**src/rtl/fp_mul_pkg.sv**
```systemverilog
// Shared types, flag indices and encoding helpers for the sequential FP multiplier.
package fp_mul_pkg;

    typedef enum logic [1:0] {
        IDLE = 2'd0,
        MUL  = 2'd1,
        NORM = 2'd2,
        DONE = 2'd3
    } state_t;

    localparam int FLAG_INEXACT   = 0;
    localparam int FLAG_UNDERFLOW = 1;
    localparam int FLAG_OVERFLOW  = 2;
    localparam int FLAG_INVALID   = 3;

    // Encodings are returned 64 bits wide; callers keep the low W bits.
    function automatic logic [63:0] fp_bias(input int exp_w);
        return (64'd1 << (exp_w - 1)) - 64'd1;
    endfunction

    function automatic logic [63:0] fp_exp_ones(input int exp_w);
        return (64'd1 << exp_w) - 64'd1;
    endfunction

    function automatic logic [63:0] fp_qnan(input int exp_w, input int man_w);
        return (fp_exp_ones(exp_w) << man_w) | (64'd1 << (man_w - 1));
    endfunction

    function automatic logic [63:0] fp_inf(input int exp_w, input int man_w);
        return fp_exp_ones(exp_w) << man_w;
    endfunction

    function automatic logic [63:0] fp_zero(input int exp_w, input int man_w, input logic sign);
        return {63'd0, sign} << (exp_w + man_w);
    endfunction

endpackage

```
**src/rtl/fp_mul_mant_seq.sv**
```systemverilog
// Shift-add significand multiplier: one multiplier bit per cycle, N cycles per product.
module fp_mul_mant_seq
#(
    parameter int N = 24
)
(
    input  logic             clk,
    input  logic             rst,
    input  logic             load,
    input  logic [N-1:0]     multiplicand,
    input  logic [N-1:0]     multiplier,
    output logic [2*N-1:0]   product,
    output logic             last
);

    localparam int            CW       = $clog2(N + 1);
    localparam logic [CW-1:0] LAST_CNT = CW'(N - 1);

    logic [2*N-1:0] mcand_r;
    logic [N-1:0]   mplier_r;
    logic [CW-1:0]  cnt_r;
    logic           active_r;

    // Operand load and one shift-add iteration per active cycle
    always_ff @(posedge clk) begin
        if (rst) begin
            mcand_r  <= {(2*N){1'b0}};
            mplier_r <= {N{1'b0}};
            product  <= {(2*N){1'b0}};
            cnt_r    <= {CW{1'b0}};
            active_r <= 1'b0;
        end else if (load) begin
            mcand_r  <= {{N{1'b0}}, multiplicand};
            mplier_r <= multiplier;
            product  <= {(2*N){1'b0}};
            cnt_r    <= {CW{1'b0}};
            active_r <= 1'b1;
        end else if (active_r) begin
            if (mplier_r[0]) begin
                product <= product + mcand_r;
            end
            mcand_r  <= mcand_r << 1;
            mplier_r <= mplier_r >> 1;
            cnt_r    <= cnt_r + {{(CW-1){1'b0}}, 1'b1};
            active_r <= (cnt_r != LAST_CNT);
        end
    end

    assign last = active_r && (cnt_r == LAST_CNT);

endmodule

```
**src/rtl/fp_mul_seq.sv**
```systemverilog
// Sequential IEEE-754-format multiplier: special-case bypass, shift-add significand,
// single-cycle normalise/round-to-nearest-even/range check.
module fp_mul_seq
    import fp_mul_pkg::*;
#(
    parameter  int EXP_W = 8,
    parameter  int MAN_W = 23,
    localparam int W     = 1 + EXP_W + MAN_W
)
(
    input  logic         clk,
    input  logic         rst,
    input  logic         start,
    input  logic [W-1:0] a,
    input  logic [W-1:0] b,
    output logic [W-1:0] result,
    output logic         done,
    output logic         busy,
    output logic [3:0]   flags
);

    localparam int XW = EXP_W + 2;
    localparam logic [63:0]      BIAS64   = fp_bias(EXP_W);
    localparam logic [63:0]      ONES64   = fp_exp_ones(EXP_W);
    localparam logic [63:0]      QNAN64   = fp_qnan(EXP_W, MAN_W);
    localparam logic [63:0]      INF64    = fp_inf(EXP_W, MAN_W);
    localparam logic [63:0]      ZERO64   = fp_zero(EXP_W, MAN_W, 1'b0);
    localparam logic [XW-1:0]    BIAS_X   = BIAS64[XW-1:0];
    localparam logic [XW-1:0]    EMAX_X   = ONES64[XW-1:0];
    localparam logic [EXP_W-1:0] EXP_ONES = ONES64[EXP_W-1:0];
    localparam logic [W-1:0]     QNAN     = QNAN64[W-1:0];
    localparam logic [W-1:0]     INF      = INF64[W-1:0];
    localparam logic [W-1:0]     ZERO     = ZERO64[W-1:0];

    state_t             state_r, next_s;
    logic               sign_r;
    logic [EXP_W-1:0]   ea_r, eb_r;

    logic [EXP_W-1:0]   ea_s, eb_s;
    logic               a_zero_s, a_inf_s, a_nan_s, b_zero_s, b_inf_s, b_nan_s;
    logic               special_s, sign_s, accept_s, load_s, last_s;
    logic [W-1:0]       spec_result_s, norm_result_s;
    logic [3:0]         spec_flags_s, norm_flags_s;

    logic [2*MAN_W+1:0] prod_s;
    logic               n_s, guard_s, round_s, sticky_s, inc_s, inexact_s;
    logic [2*MAN_W:0]   norm_s;
    logic [MAN_W:0]     frac_sum_s;
    logic [XW-1:0]      exp_s;

    assign ea_s     = a[W-2:MAN_W];
    assign eb_s     = b[W-2:MAN_W];
    assign a_zero_s = (ea_s == {EXP_W{1'b0}});
    assign b_zero_s = (eb_s == {EXP_W{1'b0}});
    assign a_inf_s  = (ea_s == EXP_ONES) && (a[MAN_W-1:0] == {MAN_W{1'b0}});
    assign b_inf_s  = (eb_s == EXP_ONES) && (b[MAN_W-1:0] == {MAN_W{1'b0}});
    assign a_nan_s  = (ea_s == EXP_ONES) && (a[MAN_W-1:0] != {MAN_W{1'b0}});
    assign b_nan_s  = (eb_s == EXP_ONES) && (b[MAN_W-1:0] != {MAN_W{1'b0}});
    assign special_s = a_zero_s | a_inf_s | a_nan_s | b_zero_s | b_inf_s | b_nan_s;
    assign sign_s    = a[W-1] ^ b[W-1];
    assign accept_s  = (state_r == IDLE) && start;
    assign load_s    = accept_s && !special_s;

    fp_mul_mant_seq #(.N(MAN_W + 1)) u_mant (
        .clk          (clk),
        .rst          (rst),
        .load         (load_s),
        .multiplicand ({1'b1, a[MAN_W-1:0]}),
        .multiplier   ({1'b1, b[MAN_W-1:0]}),
        .product      (prod_s),
        .last         (last_s)
    );

    // Special operand results, resolved directly at the accepting edge
    always_comb begin
        spec_result_s = {sign_s, ZERO[W-2:0]};
        spec_flags_s  = 4'b0000;
        if (a_nan_s || b_nan_s || (a_inf_s && b_zero_s) || (a_zero_s && b_inf_s)) begin
            spec_result_s               = QNAN;
            spec_flags_s[FLAG_INVALID]  = 1'b1;
        end else if (a_inf_s || b_inf_s) begin
            spec_result_s = {sign_s, INF[W-2:0]};
        end else begin
            spec_result_s = {sign_s, ZERO[W-2:0]};
        end
    end

    // A product in [2,4) drops one bit; otherwise the leading one sits at bit 2*MAN_W
    assign n_s        = prod_s[2*MAN_W+1];
    assign norm_s     = n_s ? prod_s[2*MAN_W:0] : {prod_s[2*MAN_W-1:0], 1'b0};
    assign guard_s    = norm_s[MAN_W];
    assign round_s    = norm_s[MAN_W-1];
    assign sticky_s   = |norm_s[MAN_W-2:0];
    assign inc_s      = guard_s & (round_s | sticky_s | norm_s[MAN_W+1]);
    assign inexact_s  = guard_s | round_s | sticky_s;
    assign frac_sum_s = {1'b0, norm_s[2*MAN_W:MAN_W+1]} + {{MAN_W{1'b0}}, inc_s};
    assign exp_s      = {2'b00, ea_r} + {2'b00, eb_r} - BIAS_X
                      + {{(XW-1){1'b0}}, n_s} + {{(XW-1){1'b0}}, frac_sum_s[MAN_W]};

    // Range check and final packing of the normal-path result
    always_comb begin
        norm_result_s = {sign_r, ZERO[W-2:0]};
        norm_flags_s  = 4'b0000;
        if ($signed(exp_s) >= $signed(EMAX_X)) begin
            norm_result_s                = {sign_r, INF[W-2:0]};
            norm_flags_s[FLAG_OVERFLOW]  = 1'b1;
            norm_flags_s[FLAG_INEXACT]   = 1'b1;
        end else if ($signed(exp_s) <= $signed({XW{1'b0}})) begin
            norm_result_s                = {sign_r, ZERO[W-2:0]};
            norm_flags_s[FLAG_UNDERFLOW] = 1'b1;
            norm_flags_s[FLAG_INEXACT]   = 1'b1;
        end else begin
            norm_result_s                = {sign_r, exp_s[EXP_W-1:0], frac_sum_s[MAN_W-1:0]};
            norm_flags_s[FLAG_INEXACT]   = inexact_s;
        end
    end

    // Next-state decode
    always_comb begin
        next_s = state_r;
        case (state_r)
            IDLE: begin
                if (start) begin
                    next_s = special_s ? DONE : MUL;
                end else begin
                    next_s = IDLE;
                end
            end
            MUL: begin
                if (last_s) begin
                    next_s = NORM;
                end else begin
                    next_s = MUL;
                end
            end
            NORM:    next_s = DONE;
            DONE:    next_s = IDLE;
            default: next_s = IDLE;
        endcase
    end

    // State, captured exponents/sign and registered outputs
    always_ff @(posedge clk) begin
        if (rst) begin
            state_r <= IDLE;
            sign_r  <= 1'b0;
            ea_r    <= {EXP_W{1'b0}};
            eb_r    <= {EXP_W{1'b0}};
            result  <= {W{1'b0}};
            flags   <= 4'b0000;
            done    <= 1'b0;
            busy    <= 1'b0;
        end else begin
            state_r <= next_s;
            done    <= (next_s == DONE);
            busy    <= (next_s != IDLE);
            if (accept_s) begin
                sign_r <= sign_s;
                ea_r   <= ea_s;
                eb_r   <= eb_s;
            end
            if (accept_s && special_s) begin
                result <= spec_result_s;
                flags  <= spec_flags_s;
            end else if (state_r == NORM) begin
                result <= norm_result_s;
                flags  <= norm_flags_s;
            end
        end
    end

endmodule

```
**config.mk**
```make
export PLATFORM = sky130hd
export DESIGN_NAME = fp_mul_seq
export DESIGN_NICKNAME = d
export VERILOG_FILES = /design/src/rtl/fp_mul_pkg.sv /design/src/rtl/fp_mul_mant_seq.sv /design/src/rtl/fp_mul_seq.sv
export SDC_FILE = /design/constraint.sdc
export NUM_CORES = 1
export LEC_CHECK = 0
export CAP_MARGIN = 20
export CORE_MARGIN = 8
export CORE_UTILIZATION = 45
export CTS_CLUSTER_SIZE = 20
export DETAILED_ROUTE_END_ITERATION = 6
export PLACE_DENSITY = 0.75
export SLEW_MARGIN = 10
export SYNTH_ARGS = -nofsm -noshare
export SYNTH_HDL_FRONTEND = slang
export SYNTH_SLANG_ARGS = --single-unit
```
**constraint.sdc**
```tcl
create_clock -name clk -period 5.3 [get_ports clk]
set_input_delay 0.53 -clock clk [delete_from_list [all_inputs] [get_ports clk]]
set_output_delay 0.53 -clock clk [all_outputs]
set_load 0.1 [all_outputs]
```
==> impl_metrics.json, run 1 <==
{
  "cap_viol_max_count": 0,
  "ys_ff_latch": 183,
  "max_clock_freq_mhz": 200.8,
  "relSlewSlack": 0.3365,
  "crit_path_start": "u_mant.product[47]",
  "cellPowerDensity_nw_per_um2": 241.5,
  "num_antenna_cells": 0,
  "rsz0062_at_grt": "no",
  "critPathLaunchType": "register",
  "syn_area_um2": 11280,
  "vias": 10430,
  "regToRegStartpoint": "u_mant.product[47]",
  "root_buffer": "clkbuf_16",
  "routedWlPerCell_um": 16.42,
  "hold_start": "ea_r[0]",
  "fin_crit_ps": 4980,
  "cts.clk_slew.worst_paths_ps": 70,
  "ir_worst_vdd_mv": 0.1762,
  "worst_pin_slew_ps": 992.1,
  "dieWidth_um": 174.3,
  "grt_pass1_vias": 9921,
  "ys.flop_type": "dfxtp_1",
  "status": "completed",
  "detail_route.vias_per_cell": 5.760,
  "cts_hold_buf": 0,
  "row_count": 58,
  "clock_sinks": 183,
  "drive_gt1_frac": 0.07230,
  "port_buffers": 104,
  "grt_pass1_wl_um": 48250,
  "die-area_um2": 30390,
  "grt_usage": 0.1874,
  "finalCritPeriodShare": 0.9396,
  "fin_nets": 1601,
  "avgSynthCellArea_um2": 8.081,
  "drt_iter0_drc": 870,
  "end_kind": "register",
  "hold_viol": 0,
  "cts_buffer_depth": 2,
  "drc": 0,
  "async_flop_share": 0,
  "die_h_um": 174.3,
  "pin_count": 105,
  "critPathKind": "register to register",
  "fin_worst_skew_ps": 12.32,
  "path_max_fanout": 22,
  "finalCoreUtilization": 0.5323,
  "final_cell_mix": "nand2_1 (179), dfxtp_1 (179), a21oi_1 (142), nor2_1 (140), clkdlybuf4s50_1 (103)",
  "yosys_warnings": 0,
  "area_growth_pct": 17.46,
  "core-area_um2": 24890,
  "clock_latency_ps": 430,
  "cts_tree": "yes",
  "setup_violations": 0,
  "hold_class": "register to register",
  "initial_utilization": 0.4532,
  "dp_hpwl_um": 22080,
  "cp.arrival_ps": 5300,
  "numCtsBuffers": 17,
  "fin_setup_tns_ps": 0,
  "synth_edf_count": 0,
  "grt_max_degree": 95,
  "syn_inst": 1396,
  "seq_area_frac_synth": 0.3248,
  "cp.required_ps": 5620,
  "gr-total-overflow": 0,
  "slew_violations": 0,
  "first_pass_iters": 5,
  "drt_wl_total_um": 29720,
  "synth_cell_type_count": 87,
  "synth_nets": 1530,
  "antenna_left": 0,
  "cts_htree_levels": 4,
  "antenna_found_initial": 0,
  "power.leakage_nw": 5.132,
  "gp_congestion": 0.9014
}
==> area by class of cell <==
class                      count  area (um2)
fill                        2338       11640
multi-input combinational   1104        7189
sequential                   183        3674
timing repair buffer         131        1251
clock buffer                  21       481.7
tap                          330       412.9
clock inverter                11       128.9
inverter                      30       112.6
==> repair_timing <==
item	4_1_cts	5_1_grt
resized for setup	0	12
endpoints found under the setup margin	0	29
setup buffers	0	4
==> power by group <==
part	leakage, nW	total (mW)	switching (mW)	internal, mW
Combinational	3.34	0.418	0.238	0.180
Sequential	1.49	1.47	0.0446	1.43
Clock	0.297	1.31	0.591	0.721
==> state kept, by name, summed over array words and instances (netlist names) <==
register and count:
eb_r 8, busy 1, u_mant.mplier_r 24, flags 4, done 1, u_mant.mcand_r 48, sign_r 1, state_r 2
ea_r 8, result 32, u_mant.active_r 1, u_mant.product 48, u_mant.cnt_r 5
==> worst max-delay path, cell delays in order, from the launching register on <==
cell	delay (ps)
dfxtp_4	430
buf_4	200
nor2b_1	190
o211a_1	200
and3_1	220
nand4_1	190
nor2b_2	180
and2_1	180
nand2_1	70
ha_1	290
fa_1	410
fa_1	430
nor2b_1	160
o21ai_2	70
a21boi_1	210
nor2_1	100
or4_1	580
o31ai_4	290
buf_4	180
nor2_4	70
a32o_1	230
==> worst paths after layout <==
check	end	cells past startpoint	slack [ps]
hold reg to reg	ea_r[0]	2	450
setup reg to reg	result[21]	20	320
setup / recovery	result[21]	20	320
hold / removal	ea_r[0]	2	450
==> synthesized netlist by cell type, drive strengths merged, types with 4 or more instances <==
| cell | count | share of area |
|---|---|---|
| a211oi | 69 | 0.047 |
| a21boi | 9 | 0.0060 |
| a21o | 29 | 0.019 |
| a21oi | 146 | 0.066 |
| a22o | 12 | 0.0093 |
| a22oi | 4 | 0.0027 |
| a31o | 4 | 0.0031 |
| a31oi | 8 | 0.0044 |
| a32o | 9 | 0.0080 |
| and2 | 13 | 0.0073 |
| and3 | 15 | 0.0088 |
| buf | 28 | 0.012 |
| clkbuf | 51 | 0.020 |
| dfxtp | 183 | 0.32 |
| ha | 64 | 0.071 |
| inv | 30 | 0.010 |
| mux2i | 79 | 0.070 |
| nand2 | 180 | 0.060 |
| nand2b | 8 | 0.0044 |
| nand3 | 41 | 0.018 |
| nand4 | 20 | 0.012 |
| nor2 | 141 | 0.047 |
| nor2b | 19 | 0.011 |
| nor3 | 19 | 0.0084 |
| nor4 | 21 | 0.012 |
| o211ai | 4 | 0.0027 |
| o21a | 8 | 0.0053 |
| o21ai | 48 | 0.023 |
| o21bai | 13 | 0.0087 |
| o22ai | 5 | 0.0033 |
| o31a | 4 | 0.0031 |
| o31ai | 4 | 0.0031 |
| or2 | 4 | 0.0022 |
| xnor2 | 30 | 0.023 |
| xor2 | 23 | 0.018 |
==> logic make-up (layout without fill, tap and decap cells) <==
kind of cell               after synthesis  count (layout)  share of synthesized area
buffers and inverters                  110             193                    0.04270
adders and majority gates               67              67                    0.07631
AOI/OAI and AO/OA                      404             404                     0.2391
DFF                                    183             183                     0.3248
xor gates and xnor gates                53              53                    0.04115
and+or+nand+nor                        497             498                     0.2029
muxes                                   82              82                    0.07309
==> through the flow <==
stage | setup slack, ps | cells | power (mW) | area (um2) | hold WS (ps)
3_3_place_gp | 199.8 | 1773 | 1.898 | 12550 | 448.6
3_5_place_dp | 58.03 | 1773 | 1.907 | 12550 | 450.6
6_report | 320.0 | 1810 | 3.200 | 13250 | 453.3
2_1_floorplan | 603.4 | 1396 | 1.773 | 11280 | 436.3
5_1_grt | 17.09 | 1810 | 3.325 | 13250 | 484.2
4_1_cts | 20.95 | 1805 | 3.209 | 13160 | 457.4
==> metal layers <==
layer,GRT usage,routed length [um],up-vias
li1,-,-,5211
met1,0.2537,14210,4916
met2,0.3012,13570,263
met3,0.03189,1548,35
met4,0.05273,391,0
met5,0,0,-
Power figures use the tool's default switching activity.
==> inputs of run 2 (changes only) <==
CTS_BUF_LIST = sky130_fd_sc_hd__clkbuf_4 sky130_fd_sc_hd__clkbuf_8   (was default)
==> run 2 against run 1 <==
  * Sequential power about the same
  * Global-route usage decreased by 0.11 points
  * Clock-buffer cell count decreased by 1
  * Register-to-register slack about the same
  * Total power decreased by 9.0%
  * Worst hold slack improved by 3.9 ps
  * Non-clock buffer count unchanged
  * Clock power decreased by 21%
  * Setup slack improved by 3.7 ps
  * Largest power group unchanged
==> impl_metrics.json, run 2 (synthesis results as in run 1) <==
{
  "slowest_delay_ps": 580,
  "gp_congestion": 0.9014,
  "first_pass_iters": 5,
  "max_clock_freq_mhz": 201.0,
  "end_kind": "register",
  "critPathKind": "register to register",
  "fin_worst_skew_ps": 16.96,
  "drc": 0,
  "holdWs_ps": 457.2,
  "root_buffer": "clkbuf_8",
  "antenna_left": 0,
  "dr_wl_met2_um": 13370,
  "row_count": 58,
  "grt_max_degree": 95,
  "numCtsBuffers": 17,
  "final_cell_mix": "nand2_1 (179), dfxtp_1 (179), a21oi_1 (142), nor2_1 (140), clkdlybuf4s50_1 (103)",
  "fin_nets": 1601,
  "m1WireLength_um": 14250,
  "vias": 10400,
  "power.leakage_nw": 5.050,
  "pin_count": 105,
  "fin_setup_tns_ps": 0,
  "reg_top3": "u_mant.mcand_r (48), u_mant.product (48), result (32)",
  "slew_violations": 0,
  "fin_crit_ps": 4976,
  "finalCritPeriodShare": 0.9389,
  "routedWlPerCell_um": 16.29,
  "path_max_fanout": 22,
  "critPathSlowestCell": "or4_1",
  "area_growth_pct": 15.84,
  "dieWidth_um": 174.3,
  "drt_iter0_drc": 825,
  "cts_hold_buf": 0,
  "dr_wl_met3_um": 1482,
  "cts_buffer_depth": 2,
  "antenna_found_initial": 0,
  "port_buffers": 104,
  "grt_usage": 0.1864,
  "cts_htree_levels": 4,
  "die_h_um": 174.3,
  "ir_worst_vdd_mv": 0.1434,
  "cp.arrival_ps": 5340,
  "grt_pass1_wl_um": 47890,
  "grt_pass1_vias": 9859,
  "detail_route.vias_per_cell": 5.745,
  "clock_sinks": 183,
  "cap_viol_max_count": 0,
  "worst_pin_slew_ps": 996.5,
  "drive_gt1_frac": 0.07297,
  "status": "completed",
  "highest_layer": "met4",
  "gr-total-overflow": 0,
  "relSlewSlack": 0.3336,
  "fillers": 2365,
  "die-area_um2": 30390,
  "cp.required_ps": 5660,
  "path_buf_inv": 2,
  "crit_family": "simple AND/OR/NAND/NOR gates",
  "drt_wl_total_um": 29480,
  "path_cells": "buf_4 -> nor2b_1 -> o211a_1 -> and3_1 -> nand4_1 -> nor2b_2 -> and2_1 -> nand2_1 -> ha_1 -> fa_1 -> fa_1 -> nor2b_1 -> o21ai_2 -> a21boi_1 -> nor2_1 -> or4_1 -> o31ai_4 -> buf_4 -> nor2_4 -> a32o_1",
  "hold_class": "register to register",
  "cts_tree": "yes",
  "hold_viol": 0,
  "initial_utilization": 0.4532,
  "num_antenna_cells": 0,
  "cellPowerDensity_nw_per_um2": 222.8,
  "core-area_um2": 24890,
  "setup_violations": 0,
  "dp_hpwl_um": 22080,
  "critPathLaunchType": "register",
  "cts.clk_slew.worst_paths_ps": 100,
  "clock_latency_ps": 470,
  "rsz0062_at_grt": "no"
}
run 2: per-stage QoR:
step	cells	total power [mW]	worst slack (ps)	utilization	area [um2]
after floorplan	1396	1.773	603.4	-	11280
after global placement	1773	1.898	199.8	0.5041	12550
after detailed placement	1773	1.907	58.03	0.5041	12550
after CTS	1805	2.918	20.10	0.5213	12980
after global routing	1810	3.040	7.014	0.5250	13070
final	1810	2.912	323.7	0.5250	13070
run 2: metal layers:
metal / up-vias / track usage
met4: 0 / 0.04703
li1: 5208 / -
met2: 293 / 0.2969
met1: 4863 / 0.2535
met3: 34 / 0.03645
met5: - / 0
run 2: power by group:
part / internal [mW] / switching [mW]
clock network: 0.468 / 0.558
registers: 1.43 / 0.0441
logic: 0.180 / 0.237
run 2: cell type report:
class,count,area (um2),area share
clock inverters,12,158.9,0.01216
multi-input cells,1104,7189,0.5502
flip-flops and latches,183,3674,0.2811
repair buffers,131,1251,0.09575
inverters,30,112.6,0.008617
well taps,330,412.9,0.03160
clock buffers,20,269.0,0.02059
run 2: timing repair:
action | in CTS | in global routing
setup buffers | 0 | 4
gates resized for setup | 0 | 12
endpoints found under the setup margin | 0 | 29
run 2: worst paths after layout:
kind / depth (start not counted) / endpoint / from / slack, ps
worst max register to register: 20 / result[12] / u_mant.product[47] / 320
worst min register to register: 2 / ea_r[0] / ea_r[0] / 460
worst max-delay path: 20 / result[12] / u_mant.product[47] / 320
worst min-delay path: 2 / ea_r[0] / ea_r[0] / 460
run 2: worst reg2reg max path, cell delays in order (launching register included):
cell      delay, ps
dfxtp_4         430
buf_4           210
nor2b_1         190
o211a_1         200
and3_1          220
nand4_1         190
nor2b_2         180
and2_1          180
nand2_1          70
ha_1            290
fa_1            410
fa_1            420
nor2b_1         150
o21ai_2          70
a21boi_1        210
nor2_1          100
or4_1           580
o31ai_4         290
buf_4           180
nor2_4           70
a32o_1          220
==> inputs of run 3 (changes only) <==
SETUP_SLACK_MARGIN = 0.05   (was default)
==> run 3 against run 2 <==
  * Die area stayed put
  * Clock power hardly changed
  * Flip-flop and latch count stayed put
  * Register-to-register slack got worse by 40 ps
  * Core utilization increased by 0.060 points
  * Setup slack lost 36 ps
  * Wire length grew 0.27%
  * Sequential share of layout area about the same
  * Sequential power hardly changed
  * Cell count up 0.11%
  * Largest power group unchanged
  * Highest routed layer unchanged
==> impl_metrics.json, run 3 (synthesis results as in run 1) <==
{
  "fin_setup_tns_ps": 0,
  "routedWlPerCell_um": 16.31,
  "fin_nets": 1603,
  "drive_gt1_frac": 0.07422,
  "hold_class": "register to register",
  "drt_iter0_drc": 780,
  "status": "completed",
  "hold_viol": 0,
  "antenna_found_initial": 0,
  "die-area_um2": 30390,
  "seqPwrFrac": 0.505,
  "path_buf_inv": 2,
  "p_sw_frac": 0.2880,
  "clock_latency_ps": 470,
  "ir_worst_vdd_mv": 0.1436,
  "pin_count": 105,
  "cp.arrival_ps": 5380,
  "fin_worst_skew_ps": 16.34,
  "root_buffer": "clkbuf_8",
  "initial_utilization": 0.4532,
  "pwr-share-comb": 0.143,
  "worst_pin_slew_ps": 993.9,
  "power.net_switching_uw": 838.5,
  "dp_hpwl_um": 22080,
  "grt_max_degree": 95,
  "slowest_delay_ps": 570,
  "cts_hold_buf": 0,
  "cts_buffer_depth": 2,
  "first_pass_iters": 5,
  "critPathKind": "register to register",
  "grt_pass1_vias": 9867,
  "reg_top3": "u_mant.mcand_r (48), u_mant.product (48), result (32)",
  "num_antenna_cells": 0,
  "critPathSlowestCell": "or4b_1",
  "port_buffers": 104,
  "power.leakage_nw": 5.061,
  "rsz0062_at_grt": "no",
  "crit_family": "simple AND/OR/NAND/NOR gates",
  "gr-total-overflow": 0,
  "cap_viol_max_count": 0,
  "row_count": 58,
  "relSlewSlack": 0.3353,
  "numCtsBuffers": 17,
  "area_growth_pct": 15.97,
  "end_kind": "register",
  "die_h_um": 174.3,
  "slew_violations": 0,
  "grt_pass1_wl_um": 47890,
  "setup_violations": 0,
  "path_cells": "buf_4 -> nor2b_1 -> o211a_1 -> and3_1 -> nand4_1 -> nor2b_2 -> and2_1 -> nand2_1 -> ha_1 -> fa_1 -> fa_1 -> nor2b_1 -> o21ai_2 -> a21boi_1 -> o21a_1 -> nor3_1 -> or4b_1 -> o22ai_4 -> buf_12 -> nor2_4 -> a32o_1",
  "max_clock_freq_mhz": 199.5,
  "cts_htree_levels": 4,
  "internal_power_mw": 2.073,
  "finalCoreUtilization": 0.5256,
  "p_total_mw": 2.911,
  "vias": 10430,
  "drt_wl_total_um": 29560,
  "cp.required_ps": 5670,
  "final_cell_mix": "nand2_1 (179), dfxtp_1 (179), a21oi_1 (142), nor2_1 (140), clkdlybuf4s50_1 (103)",
  "path_max_fanout": 22,
  "detail_route.vias_per_cell": 5.754,
  "dieWidth_um": 174.3,
  "critPathLaunchType": "register",
  "finalCritPeriodShare": 0.9458,
  "fin_crit_ps": 5013,
  "cts.clk_slew.worst_paths_ps": 100,
  "cts_tree": "yes",
  "core-area_um2": 24890,
  "clock_power_share": 0.352,
  "drc": 0,
  "clock_sinks": 183,
  "gp_congestion": 0.9014,
  "cellPowerDensity_nw_per_um2": 222.5,
  "holdWs_ps": 457.5,
  "antenna_left": 0,
  "grt_usage": 0.1864
}
[run 3: changes by cell type in the layout (fill, tap and decap cells not counted)]
cell,delta
buf_4,+2
[run 3: cell type report]
cell class                      count  area (um2)
Fill cell                        2362       11810
Inverter                           30       112.6
Clock inverter                     12       158.9
Sequential cell                   183        3674
Multi-Input combinational cell   1104        7189
Timing Repair Buffer              133        1266
Tap cell                          330       412.9
Clock buffer                       20       269.0
[run 3: metal layers]
metal  part of all wire  up-vias  wire (um)  track usage
met1               0.47     4871      14010       0.2534
met4              0.013        0        376      0.04703
li1                   -     5217          -            -
met5                  0        -          0            0
met2               0.45      303      13450       0.2970
met3              0.058       36       1722      0.03645
[run 3: worst register-to-register path: cells and delay by family, from the launching register on]
family | cells | cell delay [ps]
fa+ha+maj | 3 | 1120
flops | 1 | 440
simple gates | 10 | 1900
buf+inv | 2 | 360
compound gates | 6 | 1100
[run 3: worst paths after layout]
check	end	from	depth (start not counted)	slack, ps
worst max register to register	result[21]	u_mant.product[47]	21	290
worst min-delay path	ea_r[0]	ea_r[0]	2	460
worst min register to register	ea_r[0]	ea_r[0]	2	460
worst max-delay path	result[21]	u_mant.product[47]	21	290
[run 3: through the flow]
stage | instances | area [um2] | worst slack [ps]
4_1_cts | 1805 | 12980 | 174.2
5_1_grt | 1812 | 13080 | 4.599
2_1_floorplan | 1396 | 11280 | 603.4
3_3_place_gp | 1773 | 12550 | 199.8
6_report | 1812 | 13080 | 287.4
3_5_place_dp | 1773 | 12550 | 58.03
[run 3: repair_timing]
action,4_1_cts,5_1_grt
gates resized for setup,1,11
cloned,0,1
pin swaps,0,5
setup buffers,0,6
setup endpoints to repair,10,31
[run 3: power groups by stage]
| stage | Sequential, mW | Combinational, mW | Clock, mW |
|---|---|---|---|
| after global placement | 1.50 | 0.399 | 0 |
| after global routing | 1.48 | 0.460 | 1.10 |
| after floorplan | 1.49 | 0.282 | 0 |
| after CTS | 1.47 | 0.408 | 1.04 |
| final | 1.47 | 0.416 | 1.03 |
| after detailed placement | 1.50 | 0.405 | 0 |
